**src/rtl/led_scan_seq_pkg.sv**
```systemverilog
// Shared constants and types for the LED scan sequencer.
package led_scan_pkg;

  localparam logic [1:0] MODE_UP   = 2'b00;
  localparam logic [1:0] MODE_DOWN = 2'b01;
  localparam logic [1:0] MODE_PP   = 2'b10;
  localparam logic [1:0] MODE_HOLD = 2'b11;

  typedef enum logic {
    DIR_UP   = 1'b0,
    DIR_DOWN = 1'b1
  } dir_e;

endpackage

```
**src/rtl/led_scan_seq_if.sv**
```systemverilog
// Control and position signals between the sequencer and its driver.
// No valid/ready handshake: en/mode/step are levels sampled on every rising
// sys_clk; sel_out/tick/wrap are registered and valid every cycle.
interface led_scan_seq_if;
  logic       en;
  logic [1:0] mode;
  logic       step;
  logic [2:0] sel_out;
  logic       tick;
  logic       wrap;

  modport master (output en, mode, step, input sel_out, tick, wrap);
  modport slave  (input en, mode, step, output sel_out, tick, wrap);
endinterface

```
**src/rtl/led_scan_seq_tick_gen.sv**
```systemverilog
// Prescaler: pulses adv_auto once every CNT_MAX+1 enabled clocks.
module tick_gen #(
  parameter int CNT_MAX = 24_999_999,
  parameter int CNT_W   = $clog2(CNT_MAX + 1)
) (
  input  logic sys_clk,
  input  logic sys_rst,
  input  logic en,
  output logic adv_auto
);

  logic [CNT_W-1:0] cnt_q;
  logic [CNT_W-1:0] cnt_d;
  logic             at_max;

  assign at_max   = (cnt_q == CNT_W'(CNT_MAX));
  // Gated by en so dropping en at terminal count holds cnt at CNT_MAX.
  assign adv_auto = en & at_max;

  always_comb begin
    cnt_d = cnt_q;
    if (en) begin
      cnt_d = at_max ? '0 : cnt_q + CNT_W'(1);
    end
  end

  always_ff @(posedge sys_clk) begin
    if (sys_rst) begin
      cnt_q <= '0;
    end else begin
      cnt_q <= cnt_d;
    end
  end

endmodule

```
**src/rtl/led_scan_seq.sv**
```systemverilog
// 3-bit position sequencer for the LED decoder: prescaled auto-advance or
// single-step, walking up, down, ping-pong or holding.
module led_scan_seq
  import led_scan_pkg::*;
#(
  parameter int CNT_MAX = 24_999_999,
  parameter int CNT_W   = $clog2(CNT_MAX + 1)
) (
  input  logic                sys_clk,
  input  logic                sys_rst,
  led_scan_seq_if.slave       bus,
  output dir_e                dir_o
);

  logic       adv_auto;
  logic       adv_step;
  logic       adv;
  logic       step_q;
  logic [2:0] sel_q;
  logic       tick_q;
  logic       wrap_q;
  dir_e       dir_q;

  tick_gen #(
    .CNT_MAX (CNT_MAX),
    .CNT_W   (CNT_W)
  ) u_tick_gen (
    .sys_clk  (sys_clk),
    .sys_rst  (sys_rst),
    .en       (bus.en),
    .adv_auto (adv_auto)
  );

  // step_q resets high so a step held through reset is not seen as an edge.
  assign adv_step = bus.step & ~step_q & ~bus.en;
  assign adv      = (adv_auto | adv_step) & (bus.mode != MODE_HOLD);

  always_ff @(posedge sys_clk) begin
    if (sys_rst) begin
      sel_q  <= 3'd0;
      tick_q <= 1'b0;
      wrap_q <= 1'b0;
      step_q <= 1'b1;
      dir_q  <= DIR_UP;
    end else begin
      step_q <= bus.step;
      tick_q <= adv;
      wrap_q <= 1'b0;
      if (adv) begin
        case (bus.mode)
          MODE_UP: begin
            dir_q  <= DIR_UP;
            sel_q  <= sel_q + 3'd1;
            wrap_q <= (sel_q == 3'd7);
          end
          MODE_DOWN: begin
            dir_q  <= DIR_DOWN;
            sel_q  <= sel_q - 3'd1;
            wrap_q <= (sel_q == 3'd0);
          end
          MODE_PP: begin
            if (dir_q == DIR_UP) begin
              if (sel_q == 3'd7) begin
                sel_q  <= 3'd6;
                dir_q  <= DIR_DOWN;
                wrap_q <= 1'b1;
              end else begin
                sel_q <= sel_q + 3'd1;
              end
            end else begin
              if (sel_q == 3'd0) begin
                sel_q  <= 3'd1;
                dir_q  <= DIR_UP;
                wrap_q <= 1'b1;
              end else begin
                sel_q <= sel_q - 3'd1;
              end
            end
          end
          default: begin
          end
        endcase
      end
    end
  end

  assign bus.sel_out = sel_q;
  assign bus.tick    = tick_q;
  assign bus.wrap    = wrap_q;
  assign dir_o       = dir_q;

endmodule
```
**src/flat_wrapper.sv**
```systemverilog
// flat-port wrapper written by rule: the top's interface ports become plain ports
module led_scan_seq_flat import led_scan_pkg::*;
#(
  parameter int CNT_MAX = 24_999_999,
  parameter int CNT_W   = $clog2(CNT_MAX + 1)
)
  (sys_clk, sys_rst, dir_o, bus_en, bus_mode, bus_step, bus_sel_out, bus_tick, bus_wrap);
  led_scan_seq_if bus_i ();
  input  logic sys_clk;
  input  logic sys_rst;
  output dir_e dir_o;
  input wire logic [$bits(bus_i.en)-1:0] bus_en;
  input wire logic [$bits(bus_i.mode)-1:0] bus_mode;
  input wire logic [$bits(bus_i.step)-1:0] bus_step;
  output wire logic [$bits(bus_i.sel_out)-1:0] bus_sel_out;
  output wire logic [$bits(bus_i.tick)-1:0] bus_tick;
  output wire logic [$bits(bus_i.wrap)-1:0] bus_wrap;
  assign bus_i.en = bus_en;
  assign bus_i.mode = bus_mode;
  assign bus_i.step = bus_step;
  assign bus_sel_out = bus_i.sel_out;
  assign bus_tick = bus_i.tick;
  assign bus_wrap = bus_i.wrap;
  led_scan_seq #(.CNT_MAX(CNT_MAX), .CNT_W(CNT_W)) u_core (.sys_clk(sys_clk), .sys_rst(sys_rst), .bus(bus_i), .dir_o(dir_o));
endmodule
```
**config.mk**
```make
export PLATFORM = sky130hd
export DESIGN_NAME = led_scan_seq_flat
export DESIGN_NICKNAME = d
export VERILOG_FILES = /design/src/rtl/led_scan_seq_pkg.sv /design/src/rtl/led_scan_seq_if.sv /design/src/rtl/led_scan_seq_tick_gen.sv /design/src/rtl/led_scan_seq.sv /design/src/flat_wrapper.sv
export SDC_FILE = /design/constraint.sdc
export NUM_CORES = 1
export LEC_CHECK = 0
export ABC_AREA = 1
export CAP_MARGIN = 15
export CELL_PAD_IN_SITES_DETAIL_PLACEMENT = 0
export CELL_PAD_IN_SITES_GLOBAL_PLACEMENT = 1
export CORE_ASPECT_RATIO = 1.5
export CORE_MARGIN = 4
export CORE_UTILIZATION = 30
export DETAILED_ROUTE_END_ITERATION = 6
export HOLD_SLACK_MARGIN = 0.12
export PLACE_DENSITY = 0.69
export SETUP_SLACK_MARGIN = 0.4
export SLEW_MARGIN = 25
export SYNTH_ARGS = -nofsm -noshare
export SYNTH_HDL_FRONTEND = slang
export SYNTH_SLANG_ARGS = --single-unit
```
**constraint.sdc**
```tcl
create_clock -name sys_clk -period 1.5 [get_ports sys_clk]
set_input_delay 0.3 -clock sys_clk [delete_from_list [all_inputs] [get_ports sys_clk]]
set_output_delay 0.3 -clock sys_clk [all_outputs]
set_load 0.05 [all_outputs]
```
==> results.sh <==
export IMPL_worstHoldPathType="register to register"
export IMPL_cts_num_sinks=32
export IMPL_crit_top_cell="nand2_1"
export IMPL_avgSynthCellArea_sq_um=6.25
export IMPL_final_max_slew_viol_count=0
export IMPL_worst_slew_margin_rel_pct=84.8
export IMPL_dp_hpwl_mm=4.93
export IMPL_yosys_area_top_type_share_pct=29.9
export IMPL_horizontal_extent_of_the_die_microns=77.0
export IMPL_drc=0
export IMPL_top_level_ports=12
export IMPL_route_antenna_remaining_nets=0
export IMPL_critPathArrivalTime_ns=1.61
export IMPL_route_detailed_vias_per_inst=4.87
export IMPL_synth_seq_cells=32
export IMPL_max_clock_freq_ghz=0.725
export IMPL_detailed_route_via_count=2387
export IMPL_cp_required_ns=1.73
export IMPL_ctsRootBufferMaster="clkbuf_8"
export IMPL_clk_transition_reported_paths_ns=0.07
export IMPL_max_slew_worst_pin_slew_ns=0.226
export IMPL_routed_wl_mm=6.89
export IMPL_synth_net_count=360
export IMPL_maximum_root_to_sink_buffer_count=2
export IMPL_synthesis_yosys_warnings=0
export IMPL_worstPathMaxFanout=3
export IMPL_global_route_wire_length_before_repair_mm=11.5
export IMPL_drtIter0Drc=90
export IMPL_cap_viol_max_count=0
export IMPL_port_buffers=11
export IMPL_timing_hold_ws_ns=0.516
export IMPL_finalNetCount=428
export IMPL_timing_hold_violations_final=0
export IMPL_rsz0062_at_grt="yes"
export IMPL_finalSetupTns_ns=0
export IMPL_grt_remaining_overflow=0
export IMPL_layout_drive_gt1_share_pct=43.9
export IMPL_top_cells_by_area_synth="dfxtp_1, nand2_1, nor2_1"
export IMPL_crit_path_end_kind="register"
export IMPL_final_common_cell="nand2_1"
export IMPL_cp_num_buf_inv=3
export IMPL_die_y_microns=112
export IMPL_antenna_cells_inserted=0
export IMPL_timing_final_crit_share_pct=92.0
export IMPL_coreArea_sq_um=6900
export IMPL_placement_cell_area_sq_um=2760
export IMPL_timing_critical_path_slowest_cell_delay_ns=0.37
export IMPL_grt_antenna_before_repair=0
export IMPL_cts_made_buffers=5
export IMPL_peakVddDrop_uv=394
export IMPL_synth_area_sq_um=2140
export IMPL_critical_path_top_delay_family="simple AND/OR/NAND/NOR gates"
export IMPL_postLayoutCoreUtil_pct=49.4
export IMPL_floorplan_rows=37
export IMPL_crit_path_top_delay_cell="dfxtp_4"
export IMPL_worstSkewPairLatency_ns=0.29
export IMPL_routabilityCongestion=0.912
export IMPL_maximum_number_of_pins_on_one_net_before_global_route_repair=13
export IMPL_clock_skew_final_ns=0.00608
export IMPL_grt_resource_usage_total_pct=17.0
export IMPL_worstPathCellList="buf_6 -> inv_6 -> nor2_4 -> buf_6 -> nand3_4 -> nor3_4 -> nand2_1 -> nand2_1 -> nand2_1 -> nor2_1"
export IMPL_finalSetupViolCount=0
export IMPL_cellLeakagePower_nw=1.48
export IMPL_drt_pre_antenna_iters=4
export IMPL_final_cell_area_sq_um=3410
export IMPL_floorplan_initialDensity_pct=31.1
export IMPL_routedWlPerCell_microns=14.1
export IMPL_fp_dieArea_sq_um=8590
export IMPL_synth_sequential_area_ratio_pct=29.9
export IMPL_area_growth_pct=59.1
export IMPL_post_route_min_period_ns=1.38
export IMPL_timing_worst_setup_path_type="register to register"
export IMPL_commonest_non_fill_non_tap_cells_in_the_layout="nand2_1, nor2_1, buf_4"
export IMPL_grt_pass1_vias=2476
export IMPL_syn_instance_count=343
export IMPL_startpoint_type="register"
export IMPL_cellPowerDensity_nw_per_um2=634
export IMPL_run_status="finished, final reports clean"
export IMPL_synthDistinctLibCells=25
export IMPL_clock_tree_from_tritoncts="done"
export IMPL_yosys_area_top_type="dfxtp_1"
export IMPL_htree_num_levels=2
cell families after synthesis:
kind of cell / Yosys count / share of synthesized area (%)
AOI/OAI and AO/OA: 26 / 6.19
buffers and inverters: 53 / 9.57
and+or+nand+nor: 209 / 43.0
DFF: 32 / 29.9
adders and majority gates: 11 / 6.42
muxes: 1 / 0.467
xor gates and xnor gates: 11 / 4.50
area by class of cell:
type,count,area (sq um)
timing repair buffer,67,682
sequential,32,702
tap,78,97.6
multi-input combinational,258,1620
fill,683,3490
inverter,47,184
clock buffer,8,121
timing repair:
item	in CTS	in global routing
cloned	1	0
pin swaps	24	21
hold buffers	0	0
endpoints found under the setup margin	37	34
gates resized for setup	85	11
buffers inserted	24	4
metrics by stage:
step | setup WS (ns) | cells | power, mW
4_1_cts | 0.139 | 486 | 2.17
3_5_place_dp | -0.396 | 453 | 1.23
3_3_place_gp | -0.360 | 453 | 1.23
6_report | 0.120 | 490 | 2.16
2_1_floorplan | 0.162 | 343 | 1.08
5_1_grt | 0.0000343 | 490 | 2.25
where the power goes:
part	switching, mW	internal (mW)	total [mW]
registers	0.0262	0.852	0.879
clock network	0.363	0.520	0.882
logic	0.206	0.196	0.402
sequential cells by signal, summed over array words and instances (netlist names):
register,cells
u_core.bus.wrap,1
u_core.dir_o,1
u_core.bus.tick,1
u_core.u_tick_gen.cnt_q,25
u_core.bus.sel_out,3
u_core.step_q,1
path summary, 6_finish.rpt:
path                            slack, ns                                startpoint                                  endpoint  depth (start not counted)
worst max register to register       0.12   u_core.u_tick_gen.cnt_q[0]$_SDFFE_PP0P_  u_core.u_tick_gen.cnt_q[17]$_SDFFE_PP0P_                         10
worst min register to register       0.52  u_core.u_tick_gen.cnt_q[23]$_SDFFE_PP0P_  u_core.u_tick_gen.cnt_q[23]$_SDFFE_PP0P_                          2
worst max-delay path                 0.12   u_core.u_tick_gen.cnt_q[0]$_SDFFE_PP0P_  u_core.u_tick_gen.cnt_q[17]$_SDFFE_PP0P_                         10
worst min-delay path                 0.52  u_core.u_tick_gen.cnt_q[23]$_SDFFE_PP0P_  u_core.u_tick_gen.cnt_q[23]$_SDFFE_PP0P_                          2
per-layer routing:
metal	routed length (microns)	global-route usage (%)	up-vias	part of all wire, %
met4	303	9.38	0	4.4
met3	178	2.43	22	2.6
met5	0	0	-	0
met1	2640	16.9	1097	38
met2	3770	33.1	50	55
li1	-	-	1218	-
Yosys cell counts, drive strengths merged:
cell     n
ha      11
clkbuf   1
buf      5
inv     47
mux2i    1
dfxtp   32
xnor2    2
a21oi   17
nand4    8
o21ai    8
nand3b   1
nand3   34
o21bai   1
nor3     7
xor2     9
nor2    71
nand2   88
tightest hold or removal path: stages, from the launching register on:
cell and delay [ns]:
dfxtp_1 0.34, nor2_1 0.10, nor2_1 0.04
No activity file was read; power rests on OpenSTA's default activity.
